--- src/rtl/sr_flag_arb_pkg.sv ---
// sr_flag_arb_pkg: shared types and constants for the SR flag arbiter.
//   state_t   : arbiter FSM states (IDLE, GRANT, HOLD)
//   DEF_NREQ  : default requester count
//   DEF_NFLAG : default flag count
//   idx_width : bit width needed to index NREQ requesters (minimum 1)
package sr_flag_arb_pkg;

  typedef enum logic [1:0] {
    IDLE  = 2'd0,
    GRANT = 2'd1,
    HOLD  = 2'd2
  } state_t;

  localparam int DEF_NREQ  = 4;
  localparam int DEF_NFLAG = 8;

  function automatic int idx_width(input int n);
    if (n <= 2) begin
      return 1;
    end else begin
      return $clog2(n);
    end
  endfunction

endpackage

--- src/rtl/rr_pick.sv ---
// rr_pick: combinational rotating-priority encoder.
// Picks the first asserted request at or after index ptr, wrapping modulo NREQ.
// Ports:
//   req    [NREQ-1:0] in  : request vector
//   ptr    [IW-1:0]   in  : highest-priority index (must be < NREQ)
//   onehot [NREQ-1:0] out : one-hot winner
//   idx    [IW-1:0]   out : winner index
//   valid             out : at least one request asserted
module rr_pick
  import sr_flag_arb_pkg::*;
#(
  parameter int NREQ = DEF_NREQ,
  parameter int IW   = idx_width(NREQ)
) (
  input  logic [NREQ-1:0] req,
  input  logic [IW-1:0]   ptr,
  output logic [NREQ-1:0] onehot,
  output logic [IW-1:0]   idx,
  output logic            valid
);

  // One spare bit so ptr + k can exceed NREQ-1 before wrapping.
  logic [IW:0]   sum;
  logic [IW-1:0] cand;

  // Scan candidates ptr, ptr+1, ... (mod NREQ) and keep the first requester.
  always_comb begin
    onehot = {NREQ{1'b0}};
    idx    = {IW{1'b0}};
    valid  = 1'b0;
    sum    = {(IW+1){1'b0}};
    cand   = {IW{1'b0}};
    for (int k = 0; k < NREQ; k++) begin
      sum = {1'b0, ptr} + (IW+1)'(k);
      if (sum >= (IW+1)'(NREQ)) begin
        sum = sum - (IW+1)'(NREQ);
      end else begin
        sum = sum;
      end
      cand = sum[IW-1:0];
      if (!valid && req[cand]) begin
        valid        = 1'b1;
        onehot[cand] = 1'b1;
        idx          = cand;
      end else begin
        valid = valid;
      end
    end
  end

endmodule

--- src/rtl/sr_flag_arbiter.sv ---
// sr_flag_arbiter: round-robin arbiter sequencing set/clear masks from NREQ
// requesters into a bank of NFLAG SR flags over a four-phase req/gnt handshake.
// Ports:
//   clk                  in  : rising-edge clock
//   rst                  in  : asynchronous active-high reset
//   req   [NREQ-1:0]       in  : per-requester request (held until gnt seen)
//   S     [NREQ*NFLAG-1:0] in  : set masks, requester i at [i*NFLAG +: NFLAG]
//   R     [NREQ*NFLAG-1:0] in  : reset masks, same packing as S
//   gnt   [NREQ-1:0]       out : one-hot grant (GRANT and HOLD states)
//   Q     [NFLAG-1:0]      out : flag state
//   Qn    [NFLAG-1:0]      out : inverse of Q
//   conflict             out : one-cycle pulse when the winner had S=R=1 bits
//   busy                 out : high whenever the FSM is not IDLE
// Build option SR_FLAG_ARB_CONFLICT_CHECK_EN: when defined, S=R=1 bits hold
// their previous value and raise conflict; otherwise R dominates and
// conflict stays 0.
module sr_flag_arbiter
  import sr_flag_arb_pkg::*;
#(
  parameter int NREQ  = DEF_NREQ,
  parameter int NFLAG = DEF_NFLAG
) (
  input  logic                   clk,
  input  logic                   rst,
  input  logic [NREQ-1:0]        req,
  input  logic [NREQ*NFLAG-1:0]  S,
  input  logic [NREQ*NFLAG-1:0]  R,
  output logic [NREQ-1:0]        gnt,
  output logic [NFLAG-1:0]       Q,
  output logic [NFLAG-1:0]       Qn,
  output logic                   conflict,
  output logic                   busy
);

  localparam int IW = idx_width(NREQ);

  state_t            state_r, state_s;
  logic [IW-1:0]     ptr_r, ptr_s;
  logic [IW-1:0]     win_r, win_s;
  logic [NREQ-1:0]   gnt_r, gnt_s;
  logic [NFLAG-1:0]  q_r, q_s;
  logic              conflict_r, conflict_s;
  logic              busy_r;

  logic [NREQ-1:0]   pick_onehot_s;
  logic [IW-1:0]     pick_idx_s;
  logic              pick_valid_s;
  logic [NFLAG-1:0]  s_win_s, r_win_s;
  logic [NFLAG-1:0]  q_apply_s;
  logic              conflict_hit_s;
  logic              hold_req_s;

  rr_pick #(
    .NREQ (NREQ),
    .IW   (IW)
  ) u_pick (
    .req    (req),
    .ptr    (ptr_r),
    .onehot (pick_onehot_s),
    .idx    (pick_idx_s),
    .valid  (pick_valid_s)
  );

  // The granted requester's own req bit; gnt_r is one-hot while in HOLD.
  assign hold_req_s = |(req & gnt_r);

  // Select the winner's mask slices; non-winner masks never reach the flags.
  always_comb begin
    s_win_s = {NFLAG{1'b0}};
    r_win_s = {NFLAG{1'b0}};
    for (int i = 0; i < NREQ; i++) begin
      if (win_r == IW'(i)) begin
        s_win_s = S[i*NFLAG +: NFLAG];
        r_win_s = R[i*NFLAG +: NFLAG];
      end else begin
        s_win_s = s_win_s;
      end
    end
  end

  // Per-bit SR resolution of the winner's masks against the current flags.
  always_comb begin
`ifdef SR_FLAG_ARB_CONFLICT_CHECK_EN
    // Bits with S==R (both 0 or both 1) keep their value; S=1,R=0 sets.
    q_apply_s      = (q_r & ~(s_win_s ^ r_win_s)) | (s_win_s & ~r_win_s);
    conflict_hit_s = |(s_win_s & r_win_s);
`else
    // Clear wins over set.
    q_apply_s      = (q_r | s_win_s) & ~r_win_s;
    conflict_hit_s = 1'b0;
`endif
  end

  // FSM next-state, grant, pointer and flag-update logic.
  always_comb begin
    state_s    = state_r;
    ptr_s      = ptr_r;
    win_s      = win_r;
    gnt_s      = gnt_r;
    q_s        = q_r;
    conflict_s = 1'b0;
    case (state_r)
      IDLE: begin
        if (pick_valid_s) begin
          state_s = GRANT;
          win_s   = pick_idx_s;
          gnt_s   = pick_onehot_s;
        end else begin
          gnt_s = {NREQ{1'b0}};
        end
      end
      GRANT: begin
        // Masks are applied even if the winner already dropped req.
        state_s    = HOLD;
        q_s        = q_apply_s;
        conflict_s = conflict_hit_s;
        if (win_r == IW'(NREQ-1)) begin
          ptr_s = {IW{1'b0}};
        end else begin
          ptr_s = win_r + IW'(1'b1);
        end
      end
      HOLD: begin
        if (!hold_req_s) begin
          state_s = IDLE;
          gnt_s   = {NREQ{1'b0}};
        end else begin
          state_s = HOLD;
        end
      end
      default: begin
        state_s = IDLE;
        gnt_s   = {NREQ{1'b0}};
      end
    endcase
  end

  // State and output registers with asynchronous reset.
  always_ff @(posedge clk or posedge rst) begin
    if (rst) begin
      state_r    <= IDLE;
      ptr_r      <= {IW{1'b0}};
      win_r      <= {IW{1'b0}};
      gnt_r      <= {NREQ{1'b0}};
      q_r        <= {NFLAG{1'b0}};
      conflict_r <= 1'b0;
      busy_r     <= 1'b0;
    end else begin
      state_r    <= state_s;
      ptr_r      <= ptr_s;
      win_r      <= win_s;
      gnt_r      <= gnt_s;
      q_r        <= q_s;
      conflict_r <= conflict_s;
      busy_r     <= (state_s != IDLE);
    end
  end

  assign gnt      = gnt_r;
  assign Q        = q_r;
  assign Qn       = ~q_r;
  assign conflict = conflict_r;
  assign busy     = busy_r;

endmodule

--- config.mk ---
export PLATFORM = sky130hd
export DESIGN_NAME = sr_flag_arbiter
export DESIGN_NICKNAME = d
export VERILOG_FILES = /design/src/rtl/sr_flag_arb_pkg.sv /design/src/rtl/rr_pick.sv /design/src/rtl/sr_flag_arbiter.sv
export SDC_FILE = /design/constraint.sdc
export NUM_CORES = 1
export LEC_CHECK = 0
export ABC_AREA = 0
export ABC_CLOCK_PERIOD_IN_PS = 2820
export CELL_PAD_IN_SITES_DETAIL_PLACEMENT = 1
export CELL_PAD_IN_SITES_GLOBAL_PLACEMENT = 2
export CORE_ASPECT_RATIO = 1.1
export CORE_MARGIN = 2
export CORE_UTILIZATION = 21
export DETAILED_ROUTE_END_ITERATION = 7
export GPL_ROUTABILITY_DRIVEN = 1
export HOLD_SLACK_MARGIN = 0.03
export PLACE_DENSITY_LB_ADDON = 0.05
export SLEW_MARGIN = 40
export SYNTH_ARGS = -nofsm -noshare
export SYNTH_HDL_FRONTEND = slang
export SYNTH_HIERARCHICAL = 1
export SYNTH_SLANG_ARGS = --single-unit
--- constraint.sdc ---
create_clock -name clk -period 2.82 [get_ports clk]
set_clock_uncertainty 0.05 [all_clocks]
set_input_delay 0.705 -clock clk [delete_from_list [all_inputs] [get_ports clk]]
set_output_delay 0.705 -clock clk [all_outputs]
set_load 0.02 [all_outputs]
# Word-level counts from Yosys, hierarchy flattened
# Index checks and enable logic that the tools add are counted.
dict set report classes {
  addsub 8
  magnitude_cmp 12
  n_eq_ne 6
  muxes 47
  bitwise_logic 9
  n_reduce_logical 16
}
# operator n
set ops {}
lappend ops {{two-way mux 8 bit} 8}
lappend ops {{two-way mux 4 bit} 6}
lappend ops {{two-way mux 2 bit} 11}
lappend ops {{inverter 8 bit} 2}
lappend ops {{< comparator 2 x 3 -> 1 bit (second input constant)} 4}
lappend ops {{two-way mux 1 bit} 12}
lappend ops {{OR 4 bit} 3}
lappend ops {{one-hot mux 4 bit (3 select lines)} 1}
lappend ops {{greater-or-equal comparator 3 bit (second input constant)} 3}
lappend ops {{AND 8 bit} 1}
lappend ops {{binary-select mux 1 bit (select 2 bit)} 4}
lappend ops {{demux 1 bit (select 2 bit)} 4}
lappend ops {{greater-or-equal comparator 2 x 1 -> 1 bit (second input constant)} 4}
lappend ops {{OR 8 bit} 1}
lappend ops {{subtractor 2 x 1 -> 2 bit (second input constant)} 4}
lappend ops {{logical AND 1 bit} 7}
lappend ops {{adder 2 x 2 -> 3 bit (second input constant)} 2}
lappend ops {{equality test 2 bit (second input constant)} 3}
lappend ops {{one-hot mux 2 bit (3 select lines)} 1}
lappend ops {{AND 4 bit} 1}
lappend ops {{equality test 2 x 1 -> 1 bit (second input constant)} 2}
lappend ops {{zero test 2 bit} 2}
lappend ops {{AND reduction 2 bit} 2}
lappend ops {{OR reduction 4 bit} 1}
lappend ops {{7 further kinds} 9}
dict set report word_totals {
  reg_bits 19
  input_bits 70
  out_inout_bits 22
  word_cells 104
}

# Longest topological paths before layout
# Gate-level depths: netlist of run 1.
dict set report logic_depth {
  word_depth 17
  mapped_depth 11
  ltp_nobuf 9
}

# Cells and area by module
# Netlist of run 1, hierarchy kept.
# mod instances cells_each area_per_inst_um2 seq_area_each_um2
set by_module_without_submodules {}
lappend by_module_without_submodules {sr_flag_arbiter 1 138 1268.7 475.5}
lappend by_module_without_submodules {rr_pick 1 45 421.7 0.0}

# Least setup slack after synthesis of run 1
# OpenSTA, ideal clock, no wires.
dict set report synth_timing {
  kind {register -> register}
  start {reg ptr_r[0]}
  end {reg win_r[0]}
  setup_ps 127
  arrival_ps 2209
  required_ps 2643
  setup_slack_ps 435
  stages_incl_launch_ff 12
  path_buffers 2
  period_less_slack_ps 2385
  cell_sequence {dfrtp_1 buf_6 inv_1 ha_1 mux4_2 buf_6 nor3_1 nand2b_1 and2b_2 and2b_1 nand2_1 o21ai_0}
}
dict set report synth_between {
  elab_chain_len 15
  word_cells_on_any_way 38
  cone_classes {add/sub (7); order compare (4); mux (20); reduce/logical (7)}
}
# element line
set synth_rtl {}
lappend synth_rtl {{start: declaration} sr_flag_arbiter.sv:38} ;# logic [IW-1:0] ptr_r, ptr_s;
lappend synth_rtl {{start signal: assignment} sr_flag_arbiter.sv:142} ;# ptr_r <= {IW{1'b0}};
lappend synth_rtl {{start signal: assignment} sr_flag_arbiter.sv:150} ;# ptr_r <= ptr_s;
lappend synth_rtl {{branches (longest 13 deep; another with adder 2 x 1 -> 3 bit)} -}
lappend synth_rtl {{two-way mux 1 bit *} rr_pick.sv:41} ;# if (!valid && req[cand]) begin
lappend synth_rtl {{named net pick_valid_s} sr_flag_arbiter.sv:47} ;# logic pick_valid_s;
lappend synth_rtl {{AND reduction 2 bit (no source line) *} -}
lappend synth_rtl {{end signal: assignment} sr_flag_arbiter.sv:143} ;# win_r <= {IW{1'b0}};
lappend synth_rtl {{end signal: assignment} sr_flag_arbiter.sv:151} ;# win_r <= win_s;
lappend synth_rtl {{end: declaration} sr_flag_arbiter.sv:39} ;# logic [IW-1:0] win_r, win_s;
# Mark *: on every way through the listed nets, which the timed path passes. The select of a mux whose other input is x is not followed.
# A chain may end at the register's enable or synchronous reset.

# Final worst setup path of run 1
dict set report layout_timing {
  start {in req[0]}
  end {reg win_r[0]}
}
dict set report layout_between {
  elab_chain_len 13
  word_cells_on_any_way 23
  cone_classes {mux (16); reduce/logical (7)}
}
# element line
set layout_rtl {}
lappend layout_rtl {{start: declaration} sr_flag_arbiter.sv:25} ;# input logic [NREQ-1:0] req,
lappend layout_rtl {{binary-select mux 1 bit (select 2 bit)} rr_pick.sv:41}
lappend layout_rtl {{two-way mux 1 bit (implied by the code)} rr_pick.sv:41}
lappend layout_rtl {{two-way mux 1 bit} rr_pick.sv:41}
lappend layout_rtl {{zero test 1 bit} rr_pick.sv:41}
lappend layout_rtl {{logical AND 1 bit} rr_pick.sv:41}
lappend layout_rtl {{two-way mux 1 bit} rr_pick.sv:41}
lappend layout_rtl {{zero test 1 bit} rr_pick.sv:41}
lappend layout_rtl {{logical AND 1 bit} rr_pick.sv:41}
lappend layout_rtl {{two-way mux 1 bit} rr_pick.sv:41}
lappend layout_rtl {{zero test 1 bit} rr_pick.sv:41}
lappend layout_rtl {{logical AND 1 bit} rr_pick.sv:41}
lappend layout_rtl {{two-way mux 1 bit *} rr_pick.sv:41}
lappend layout_rtl {{named net pick_valid_s} sr_flag_arbiter.sv:47}
lappend layout_rtl {{AND reduction 2 bit (no source line) *} -}
# Mark *: on every way through the listed nets, which the timed path passes. The rest lies on a longest branch. The select of a mux whose other input is x is not followed.

==> impl_metrics.toml, run 1 <==
[cts]
cts-root-buf = "clkbuf_8"
numCtsBuffers = 3
clkSinkCount = 19
clk_pin_slew_ps = 80
clk_latency_ps = 260
postCtsSetupBuffers = 0
h-tree-depth = 1
cts_tree = "yes"
hold_buffers = 0
clockBufferDepth = 2
post_cts_resized = 0

[finish]
drive_gt1_frac = 0.120
num_antenna_cells = 0
final_area_um2 = 2820
fin_nets = 363
area_growth_pct = 67.1

[yosys]
ys_types = 44
yosys.area.top_type = "dfrtp_1"
ys_seq_area_frac = 0.281
synth_edf_count = 0
ys_ff_latch = 19
synth_ff_type = "dfrtp_1"
avgSynthCellArea_um2 = 9.24
async_reset_ff_frac = 1.00
synthTopCellsByArea = "dfrtp_1, ha_1, a221oi_1, a22oi_1, a221o_1"
synthCells = 183
synth_area_um2 = 1690
synth_nets = 262
synth.top_cell.area_share = 0.281
ys_warn_count = 6

[job]
cap_violations = 0

[route]
drtAntennaViolNets = 0
wire_per_inst_um = 16.2
wirelength_mm = 6.35
first_iter_violations = 41
post-route-drc-count = 0
routed_via_density = 4.75
vias = 1858
dr.pass1.iters = 4

[min_path]
worst_hold_path_type = "reg -> reg"

[pwr]
combPwrFrac = 0.733
p_seq_frac = 0.193
power.switching_mw = 1.29
p_leak_nw = 1.14
power_frac_clock = 0.074
p_total_mw = 2.76
power.density_nw_per_um2 = 976
ir_worst_vdd_v = 0.000401
p_int_mw = 1.47
p_sw_frac = 0.467

[timing]
rsz0062_at_grt = "no"
fin_crit_ps = 2670
max_freq_mhz = 375
slew_viol_final = 0
timing.final.crit_share = 0.945
setup_viol_count_final = 0
final_hold_viol_count = 0

[floorplanning]
start_util = 0.215
num_rows = 34
dieArea_um2 = 8780
die_h_um = 98.1
die_w_um = 89.5
ios = 92
core-area_um2 = 7870

[place]
numPortBuffers = 90
hpwlAfterDp_mm = 5.03
finalWeightedCongestion = 0.720
dpl_cell_area_um2 = 2770

[grt]
antenna_found_initial = 0
grt_pass1_vias = 2022
grt_max_degree = 23
grt_use_total = 0.151
grt_pass1_wl_mm = 10.2
grt-ovfl-total = 0

[critical_path]
critPathLaunchType = "input port"
arrival_ps = 2750
crit_type = "in -> reg"
critPathCaptureType = "flip-flop"
worstPathRequired_ps = 2910
crit_fanout = 5
regToRegSetupSlack_ps = 450

[status]
status = "finished, final reports clean"
## worst max-delay path, cell delays in order
cell,delay [ps]
clkdlybuf4s50_1,480
mux4_1,560
nor3_1,240
nand2b_1,140
and2b_2,250
and2b_1,220
nand2_1,80
o21ai_0,80
## synth_stat cells, types with 3 or more instances
cell / n
a22oi_1: 13
o21ai_0: 15
nor2_1: 9
inv_1: 21
nand2b_1: 4
a211oi_1: 5
ha_1: 9
a221oi_1: 12
a222oi_1: 3
buf_6: 4
dfrtp_1: 19
nor3b_1: 5
nand2_1: 11
a21oi_1: 7
a221o_1: 9
clkbuf_1: 3
## registers in the layout (all words and copies together) (netlist names)
name     cells
ptr_r        2
state_r      2
Q            8
busy         1
gnt          4
win_r        2
## through the flow
step                      utilization  hold WS, ps  setup WS (ps)  std cells  TNS, ps
after global routing            0.359          547           32.9        391        0
after detailed placement        0.352          509           -146        387     -643
final                           0.359          507            154        391        0
after global placement          0.352          510           -112        387     -367
after floorplan                     -          440            435        183        0
after CTS                       0.358          516           97.6        391        0
## cell usage in the layout, fill, tap and decap left out, types with 2 or more instances in the layout
cell type and instances:
nor3b_1 5, clkbuf_8 3, o21ai_0 14, a221o_1 9, buf_4 16, a222oi_1 3, a22oi_1 13, mux4_1 2
a21oi_1 7, nand2_1 11, and2b_2 2, o31ai_1 2, nand2b_1 4, a221oi_1 12, a211oi_1 5, ha_1 8
clkdlybuf4s50_1 89, inv_1 21, mux2i_1 2, mux4_2 2, nor2_1 9, dfrtp_1 19
## cells by family after synthesis
| kind of cell | Yosys count | share of synthesized area |
|---|---|---|
| DFF | 19 | 0.281 |
| and+or+nand+nor | 42 | 0.155 |
| other | 1 | 0.00222 |
| adders and majority gates | 9 | 0.0666 |
| AOI/OAI and AO/OA | 74 | 0.329 |
| muxes | 7 | 0.0762 |
| buffers and inverters | 31 | 0.0903 |
## final cells by class
cell class	count	area, um^2
Fill cell	915	5050
Multi-Input combinational cell	133	1060
Timing Repair Buffer	106	1020
Sequential cell	19	475
Tap cell	108	135
Inverter	21	78.8
Clock buffer	3	41.3
Clock inverter	1	5.00
## layer usage
layer | up-vias | GRT usage | part of all wire | routed length (um)
li1 | 906 | - | - | -
met3 | 2 | 0.0558 | 0.094 | 594
met4 | 0 | 0.0310 | 0.0047 | 30
met5 | - | 0 | 0 | 0
met2 | 72 | 0.259 | 0.50 | 3170
met1 | 878 | 0.178 | 0.40 | 2550
## worst paths after layout
check                                startpoint                    to  depth (start not counted)
max                                      req[0]  win_r[0]$_DFFE_PP0P_                          8
min                        win_r[0]$_DFFE_PP0P_  ptr_r[0]$_DFFE_PP0N_                          1
max reg2reg                ptr_r[1]$_DFFE_PP0N_  win_r[0]$_DFFE_PP0P_                          9
min reg2reg                win_r[0]$_DFFE_PP0P_  ptr_r[0]$_DFFE_PP0N_                          1
max in group asynchronous                   rst      Q[4]$_DFFE_PP0N_                          3
min in group asynchronous                   rst        busy$_DFF_PP0_                          3
## power groups by stage
stage          clock [mW]  combinational [mW]  sequential, mW
5_1_grt             0.222                2.24           0.554
3_5_place_dp            0                2.05           0.537
6_report            0.204                2.02           0.533
4_1_cts             0.213                2.06           0.535
3_3_place_gp            0                2.05           0.548
2_1_floorplan           0                1.23           0.610
No activity file was read; power rests on OpenSTA's default activity.
==> inputs of run 2 (changes only) <==
--- a/config.mk
+++ b/config.mk
@@ -12,6 +12,7 @@
 export CORE_ASPECT_RATIO = 1.1
 export CORE_MARGIN = 2
 export CORE_UTILIZATION = 21
+export CTS_CLUSTER_DIAMETER = 50
 export DETAILED_ROUTE_END_ITERATION = 7
 export GPL_ROUTABILITY_DRIVEN = 1
 export HOLD_SLACK_MARGIN = 0.03
==> results of run 2 <==
No change in the layout: final DEF, timing and power equal those of run 1.
